--- config.mk ---
export PLATFORM = sky130hd
export DESIGN_NAME = mem_access_unit
export DESIGN_NICKNAME = d
export VERILOG_FILES = /design/src/rtl/mem_access_unit.sv
export SDC_FILE = /design/constraint.sdc
export NUM_CORES = 1
export LEC_CHECK = 0
export BUFFER_PORTS_ARGS = -buffer_cell sky130_fd_sc_hd__buf_4
export CAP_MARGIN = 20
export CORE_MARGIN = 5
export CORE_UTILIZATION = 40
export CTS_CLUSTER_SIZE = 25
export DETAILED_ROUTE_END_ITERATION = 12
export PLACE_DENSITY = 0.74
export SLEW_MARGIN = 20
export SYNTH_ARGS = -nofsm -noshare
export SYNTH_HDL_FRONTEND = slang
export SYNTH_SLANG_ARGS = --single-unit
--- constraint.sdc ---
create_clock -name clk -period 2.4 [get_ports clk]
set_input_delay 0.36 -clock clk [delete_from_list [all_inputs] [get_ports clk]]
set_output_delay 0.36 -clock clk [all_outputs]
set_load 0.005 [all_outputs]
--- src/rtl/mem_access_unit.sv ---
// mem_access_unit: MEM-stage responder for a 5-stage RV32I pipeline.
//
// Takes the EX/MEM fields, runs a variable-latency req/ack access to data memory,
// stalls upstream while the access is outstanding, formats load data, generates
// store byte enables and registers the result toward MEM/WB.
//
// Optional feature macro: MEM_TIMEOUT_EN. When defined, a WAIT that sees no ack
// for TIMEOUT_CYCLES cycles is aborted and bus_err pulses; when undefined no
// counter is built and bus_err is tied low.
//
// Ports:
//   clk, reset              clock (rising edge), async active-low reset
//   is_load_in/is_store_in  memory op flags; is_nop_in marks a bubble
//   sub_op_in               funct3 (width / signedness)
//   daddr_in, r_rv2_in      byte address and store data
//   rd_in, reg_wdata_in,
//   rwe_in                  non-memory write-back fields
//   dmem_*                  data memory request/response
//   stall_mem               freeze IF..EX/MEM while high
//   rd_out, reg_wdata_out,
//   rwe_out                 registered MEM/WB fields
//   misalign_err, bus_err   one-cycle error pulses
module mem_access_unit #(
  parameter int unsigned TIMEOUT_CYCLES = 255,
  parameter int unsigned TO_W           = 8
) (
  input  logic        clk,
  input  logic        reset,
  input  logic        is_load_in,
  input  logic        is_store_in,
  input  logic        is_nop_in,
  input  logic [2:0]  sub_op_in,
  input  logic [31:0] daddr_in,
  input  logic [31:0] r_rv2_in,
  input  logic [4:0]  rd_in,
  input  logic [31:0] reg_wdata_in,
  input  logic        rwe_in,
  output logic        dmem_req,
  output logic [31:0] dmem_addr,
  output logic [3:0]  dmem_we,
  output logic [31:0] dmem_wdata,
  input  logic [31:0] dmem_rdata,
  input  logic        dmem_ack,
  output logic        stall_mem,
  output logic [4:0]  rd_out,
  output logic [31:0] reg_wdata_out,
  output logic        rwe_out,
  output logic        misalign_err,
  output logic        bus_err
);

  typedef enum logic [0:0] {StIdle, StWait} state_e;

  state_e      state_q;
  logic        req_q;
  logic [31:0] addr_q;
  logic [3:0]  we_q;
  logic [31:0] wdata_q;
  logic [4:0]  rd_q;
  logic [31:0] res_q;
  logic        rwe_q;
  logic        mis_q;
  logic        timeout_hit;

  // Access decode
  logic        mem_op;
  logic        do_store;
  logic        sz_byte;
  logic        sz_half;
  logic        misaligned;
  logic [3:0]  st_we;
  logic [31:0] st_wdata;
  logic [31:0] ld_data;
  logic [7:0]  ld_byte;
  logic [15:0] ld_half;

  assign mem_op   = !is_nop_in && (is_load_in || is_store_in);
  assign do_store = is_store_in && !is_load_in;

  // LBU/LHU encodings exist only for loads; any other code falls back to word.
  assign sz_byte = (sub_op_in == 3'b000) || (is_load_in && sub_op_in == 3'b100);
  assign sz_half = (sub_op_in == 3'b001) || (is_load_in && sub_op_in == 3'b101);

  assign misaligned = sz_byte ? 1'b0 :
                      sz_half ? daddr_in[0] :
                                (daddr_in[1:0] != 2'b00);

  always_comb begin
    st_we    = 4'b1111;
    st_wdata = r_rv2_in;
    if (sz_byte) begin
      st_we    = 4'b0001 << daddr_in[1:0];
      st_wdata = {4{r_rv2_in[7:0]}};
    end else if (sz_half) begin
      st_we    = daddr_in[1] ? 4'b1100 : 4'b0011;
      st_wdata = {2{r_rv2_in[15:0]}};
    end
  end

  always_comb begin
    ld_byte = dmem_rdata[7:0];
    unique case (daddr_in[1:0])
      2'd0: ld_byte = dmem_rdata[7:0];
      2'd1: ld_byte = dmem_rdata[15:8];
      2'd2: ld_byte = dmem_rdata[23:16];
      2'd3: ld_byte = dmem_rdata[31:24];
      default: ld_byte = dmem_rdata[7:0];
    endcase
    ld_half = daddr_in[1] ? dmem_rdata[31:16] : dmem_rdata[15:0];
    ld_data = dmem_rdata;
    if (sz_byte) begin
      ld_data = sub_op_in[2] ? {24'h0, ld_byte} : {{24{ld_byte[7]}}, ld_byte};
    end else if (sz_half) begin
      ld_data = sub_op_in[2] ? {16'h0, ld_half} : {{16{ld_half[15]}}, ld_half};
    end
  end

`ifdef MEM_TIMEOUT_EN
  logic [TO_W-1:0] cnt_q;
  logic            bus_err_q;

  assign timeout_hit = (state_q == StWait) && !dmem_ack &&
                       (cnt_q == TO_W'(TIMEOUT_CYCLES - 1));
  assign bus_err     = bus_err_q;
`else
  logic unused_cfg;

  assign unused_cfg  = ^{TIMEOUT_CYCLES[0], TO_W[0]};
  assign timeout_hit = 1'b0;
  assign bus_err     = 1'b0;
`endif

  always_ff @(posedge clk or negedge reset) begin
    if (!reset) begin
      state_q   <= StIdle;
      req_q     <= 1'b0;
      addr_q    <= '0;
      we_q      <= '0;
      wdata_q   <= '0;
      rd_q      <= '0;
      res_q     <= '0;
      rwe_q     <= 1'b0;
      mis_q     <= 1'b0;
`ifdef MEM_TIMEOUT_EN
      cnt_q     <= '0;
      bus_err_q <= 1'b0;
`endif
    end else begin
      mis_q     <= 1'b0;
`ifdef MEM_TIMEOUT_EN
      bus_err_q <= 1'b0;
`endif
      unique case (state_q)
        StIdle: begin
          if (mem_op && !misaligned) begin
            state_q <= StWait;
            req_q   <= 1'b1;
            addr_q  <= {daddr_in[31:2], 2'b00};
            we_q    <= do_store ? st_we : 4'b0000;
            wdata_q <= st_wdata;
            rd_q    <= '0;
            res_q   <= '0;
            rwe_q   <= 1'b0;
`ifdef MEM_TIMEOUT_EN
            cnt_q   <= '0;
`endif
          end else if (mem_op) begin
            mis_q <= 1'b1;
            rd_q  <= '0;
            res_q <= '0;
            rwe_q <= 1'b0;
          end else begin
            rd_q  <= is_nop_in ? 5'd0 : rd_in;
            rwe_q <= is_nop_in ? 1'b0 : rwe_in;
            res_q <= reg_wdata_in;
          end
        end
        StWait: begin
          if (dmem_ack) begin
            state_q <= StIdle;
            req_q   <= 1'b0;
            we_q    <= '0;
            if (is_load_in) begin
              rd_q  <= rd_in;
              res_q <= ld_data;
              rwe_q <= 1'b1;
            end else begin
              rd_q  <= '0;
              res_q <= '0;
              rwe_q <= 1'b0;
            end
          end else if (timeout_hit) begin
            state_q <= StIdle;
            req_q   <= 1'b0;
            we_q    <= '0;
            rd_q    <= '0;
            res_q   <= '0;
            rwe_q   <= 1'b0;
`ifdef MEM_TIMEOUT_EN
            bus_err_q <= 1'b1;
`endif
          end else begin
`ifdef MEM_TIMEOUT_EN
            cnt_q <= cnt_q + 1'b1;
`endif
          end
        end
        default: state_q <= StIdle;
      endcase
    end
  end

  // Stall is combinational so the request cycle itself already freezes upstream.
  assign stall_mem = (state_q == StIdle) ? (mem_op && !misaligned)
                                         : (!dmem_ack && !timeout_hit);

  assign dmem_req      = req_q;
  assign dmem_addr     = addr_q;
  assign dmem_we       = we_q;
  assign dmem_wdata    = wdata_q;
  assign rd_out        = rd_q;
  assign reg_wdata_out = res_q;
  assign rwe_out       = rwe_q;
  assign misalign_err  = mis_q;

endmodule

==> results.sh <==
export IMPL_status="finished, final reports clean"
export IMPL_worst_r2r_cell_count=5
export IMPL_post_cts_buffers=0
export IMPL_async_flop_share_pct=100
export IMPL_nets=807
export IMPL_cp_start_kind="flip-flop"
export IMPL_n_fill_cell=1054
export IMPL_area_growth_pct=45.0
export IMPL_crit_path_end_kind="primary output"
export IMPL_avgSynthCellArea_um2=12.3
export IMPL_hold_viol=0
export IMPL_grt_pass1_wl_um=27000
export IMPL_synth_area_um2=5180
export IMPL_die_height_um=124
export IMPL_insertion_delay_ns=0.35
export IMPL_hold_path_class="input pin to async pin"
export IMPL_finalSetupViolations=0
export IMPL_dieArea_um2=15300
export IMPL_postCtsHoldBufs=0
export IMPL_p_leak_nw=3.61
export IMPL_multi_input_area_um2=2310
export IMPL_synth_ff_type="dfrtp_1"
export IMPL_grt_pass1_vias=4964
export IMPL_post_place_ws_ns=0.187
export IMPL_fp_row_count=41
export IMPL_remaining_drc_errors=0
export IMPL_cp_arrival_ns=1.81
export IMPL_power_density_nw_per_um2=743
export IMPL_synth_most_common_cell="dfrtp_1"
export IMPL_finalMaxSlewViolations=0
export IMPL_critPathKind="flip-flop to primary output"
export IMPL_synth_edff_count=0
export IMPL_yosysSeqAreaShare_pct=51.7
export IMPL_rsz0062_at_grt="no"
export IMPL_fmax_ghz=0.461
export IMPL_ys_top_cells_by_area="dfrtp_1 52%, mux2_2 13%, mux2_1 5.9%, a22oi_1 3.5%, a222oi_1 3.1%"
export IMPL_routed_via_density=5.62
export IMPL_io_pins=253
export IMPL_path_clk_slew_ns=0.07
export IMPL_dr_pass1_iters=8
export IMPL_grt_max_degree=65
export IMPL_ant_nets=0
export IMPL_max_slew_worst_pin_slew_ns=0.731
export IMPL_vias=4721
export IMPL_core_region_area_um2=12700
export IMPL_finalWeightedCongestion=0.929
export IMPL_cts_sinks=107
export IMPL_cts_inserted_buffers=9
export IMPL_tns_ns=0
export IMPL_cts_path_max_buffers=2
export IMPL_die_w_um=124
export IMPL_timing_final_crit_period_ns=2.17
export IMPL_yosysWarnings=0
export IMPL_routedWlPerCell_um=21.2
export IMPL_port_buffers=249
export IMPL_drt_iter0_markers=449
export IMPL_ys_types=43
export IMPL_ys_ff_latch=107
export IMPL_antenna_found_initial=0
export IMPL_postSynthCellCount=423
export IMPL_clock_root_buffer="clkbuf_16"
export IMPL_seq_area_um2=2680
export IMPL_wirelength_um=17800
export IMPL_netlist_area_leader_share_pct=51.7
export IMPL_drive_above_1_share_pct=51.5
export IMPL_hpwl_um=13600
export IMPL_path_max_fanout=7
export IMPL_grt_usage_pct=23.0
export IMPL_ctsResizeCount=0
export IMPL_reg2reg_slack_ns=0.42
export IMPL_finalCritPeriodShare_pct=90.3
export IMPL_grt_overflow_total=0
export IMPL_synth_top_area_cell="dfrtp_1"
export IMPL_antenna_cells=0
export IMPL_synth_common_cells="107 x dfrtp_1, 58 x mux2_2, 27 x mux2_1, 26 x o21ai_0, 24 x a22oi_1"
export IMPL_cp_required_ns=2.04
export IMPL_slew_headroom_pct=51.2
export IMPL_cap_viol_max_count=0
export IMPL_skew_ns=0.00666
export IMPL_setup_slack_ns=0.232
export IMPL_ir_drop_mv=0.588
export IMPL_start_util_pct=40.9
export IMPL_htree_levels=3
export IMPL_r2r_start="state_q"
export IMPL_design_area_um2=7520
export IMPL_worst_r2r_endpoint="dmem_addr[18]"
export IMPL_place_area_um2=7230
export IMPL_cts_tree="built"
[registers in the layout, summed over array words and instances (netlist names)]
register       cells
state_q            1
reg_wdata_out     32
dmem_req           1
rd_out             5
misalign_err       1
dmem_addr         30
dmem_we            4
rwe_out            1
dmem_wdata        32
[cell usage in the layout (no fill, tap or decap), types with 3 or more instances in the layout]
master,n
nand2_1,23
a32o_1,3
a222oi_1,16
dfrtp_1,107
mux2i_1,10
buf_4,263
clkbuf_16,9
o31ai_1,14
o21a_1,6
a221o_1,7
inv_1,3
a22oi_1,24
a22o_1,5
nor2b_1,3
o32ai_1,9
mux2_1,27
conb_1,3
mux2_2,58
clkinv_2,3
o21ai_0,26
nor2_1,16
[power by group]
group / switching, W / total [W] / internal [W]
registers: 0.000233 / 0.00244 / 0.00220
clock network: 0.000673 / 0.00150 / 0.000829
logic: 0.000653 / 0.00165 / 0.000996
total: 0.00156 / 0.00559 / 0.00403
[through the flow]
stage / cells / total power (W) / utilization [%] / hold slack (ns)
after floorplan: 425 / 0.00304 / - / 0.0644
after detailed placement: 825 / 0.00414 / 57.0 / 0.403
final: 840 / 0.00559 / 59.3 / 0.00342
after CTS: 840 / 0.00565 / 59.3 / 0.0217
after global routing: 840 / 0.00589 / 59.3 / 0.0529
after global placement: 825 / 0.00407 / 57.0 / 0.394
[critical path, cell delays in order (launching register included)]
cell	delay (ns)
dfrtp_1	0.43
nor2_1	0.16
o21ai_0	0.24
a221oi_4	0.33
or2_2	0.20
buf_4	0.11
[metal layers]
metal / part of all wire (%) / wire (um) / GRT usage, %
met1: 36 / 6480 / 26.5
met2: 49 / 8810 / 39.5
met3: 12 / 2120 / 7.72
met4: 2.2 / 400 / 8.65
met5: 0 / 0 / 0
[area by class of cell]
cell class | instances | area share (%)
sequential | 107 | 35.6
multi-input combinational | 278 | 30.7
timing repair buffer | 265 | 26.8
clock buffer | 10 | 3.18
tap | 172 | 2.86
clock inverter | 5 | 0.716
inverter | 3 | 0.150
[worst max-delay path by stage]
stage                  from             end  cells past startpoint
2_1_floorplan  sub_op_in[2]       stall_mem                      7
3_3_place_gp   sub_op_in[2]  dmem_wdata[17]                      6
3_5_place_dp   sub_op_in[2]   dmem_wdata[9]                      6
4_1_cts             state_q       stall_mem                      5
5_1_grt             state_q       stall_mem                      5
6_report            state_q       stall_mem                      5
[logic make-up after synthesis]
group	count (synthesis)	share of synthesized area [%]
flip-flops	107	51.7
buffers and inverters	40	4.03
other	1	0.0723
AND/OR/NAND/NOR	53	4.51
AO/OA/AOI/OAI	123	18.4
multiplexers	96	20.8
XOR/XNOR	3	0.507
(Power assumes the default switching activity.)
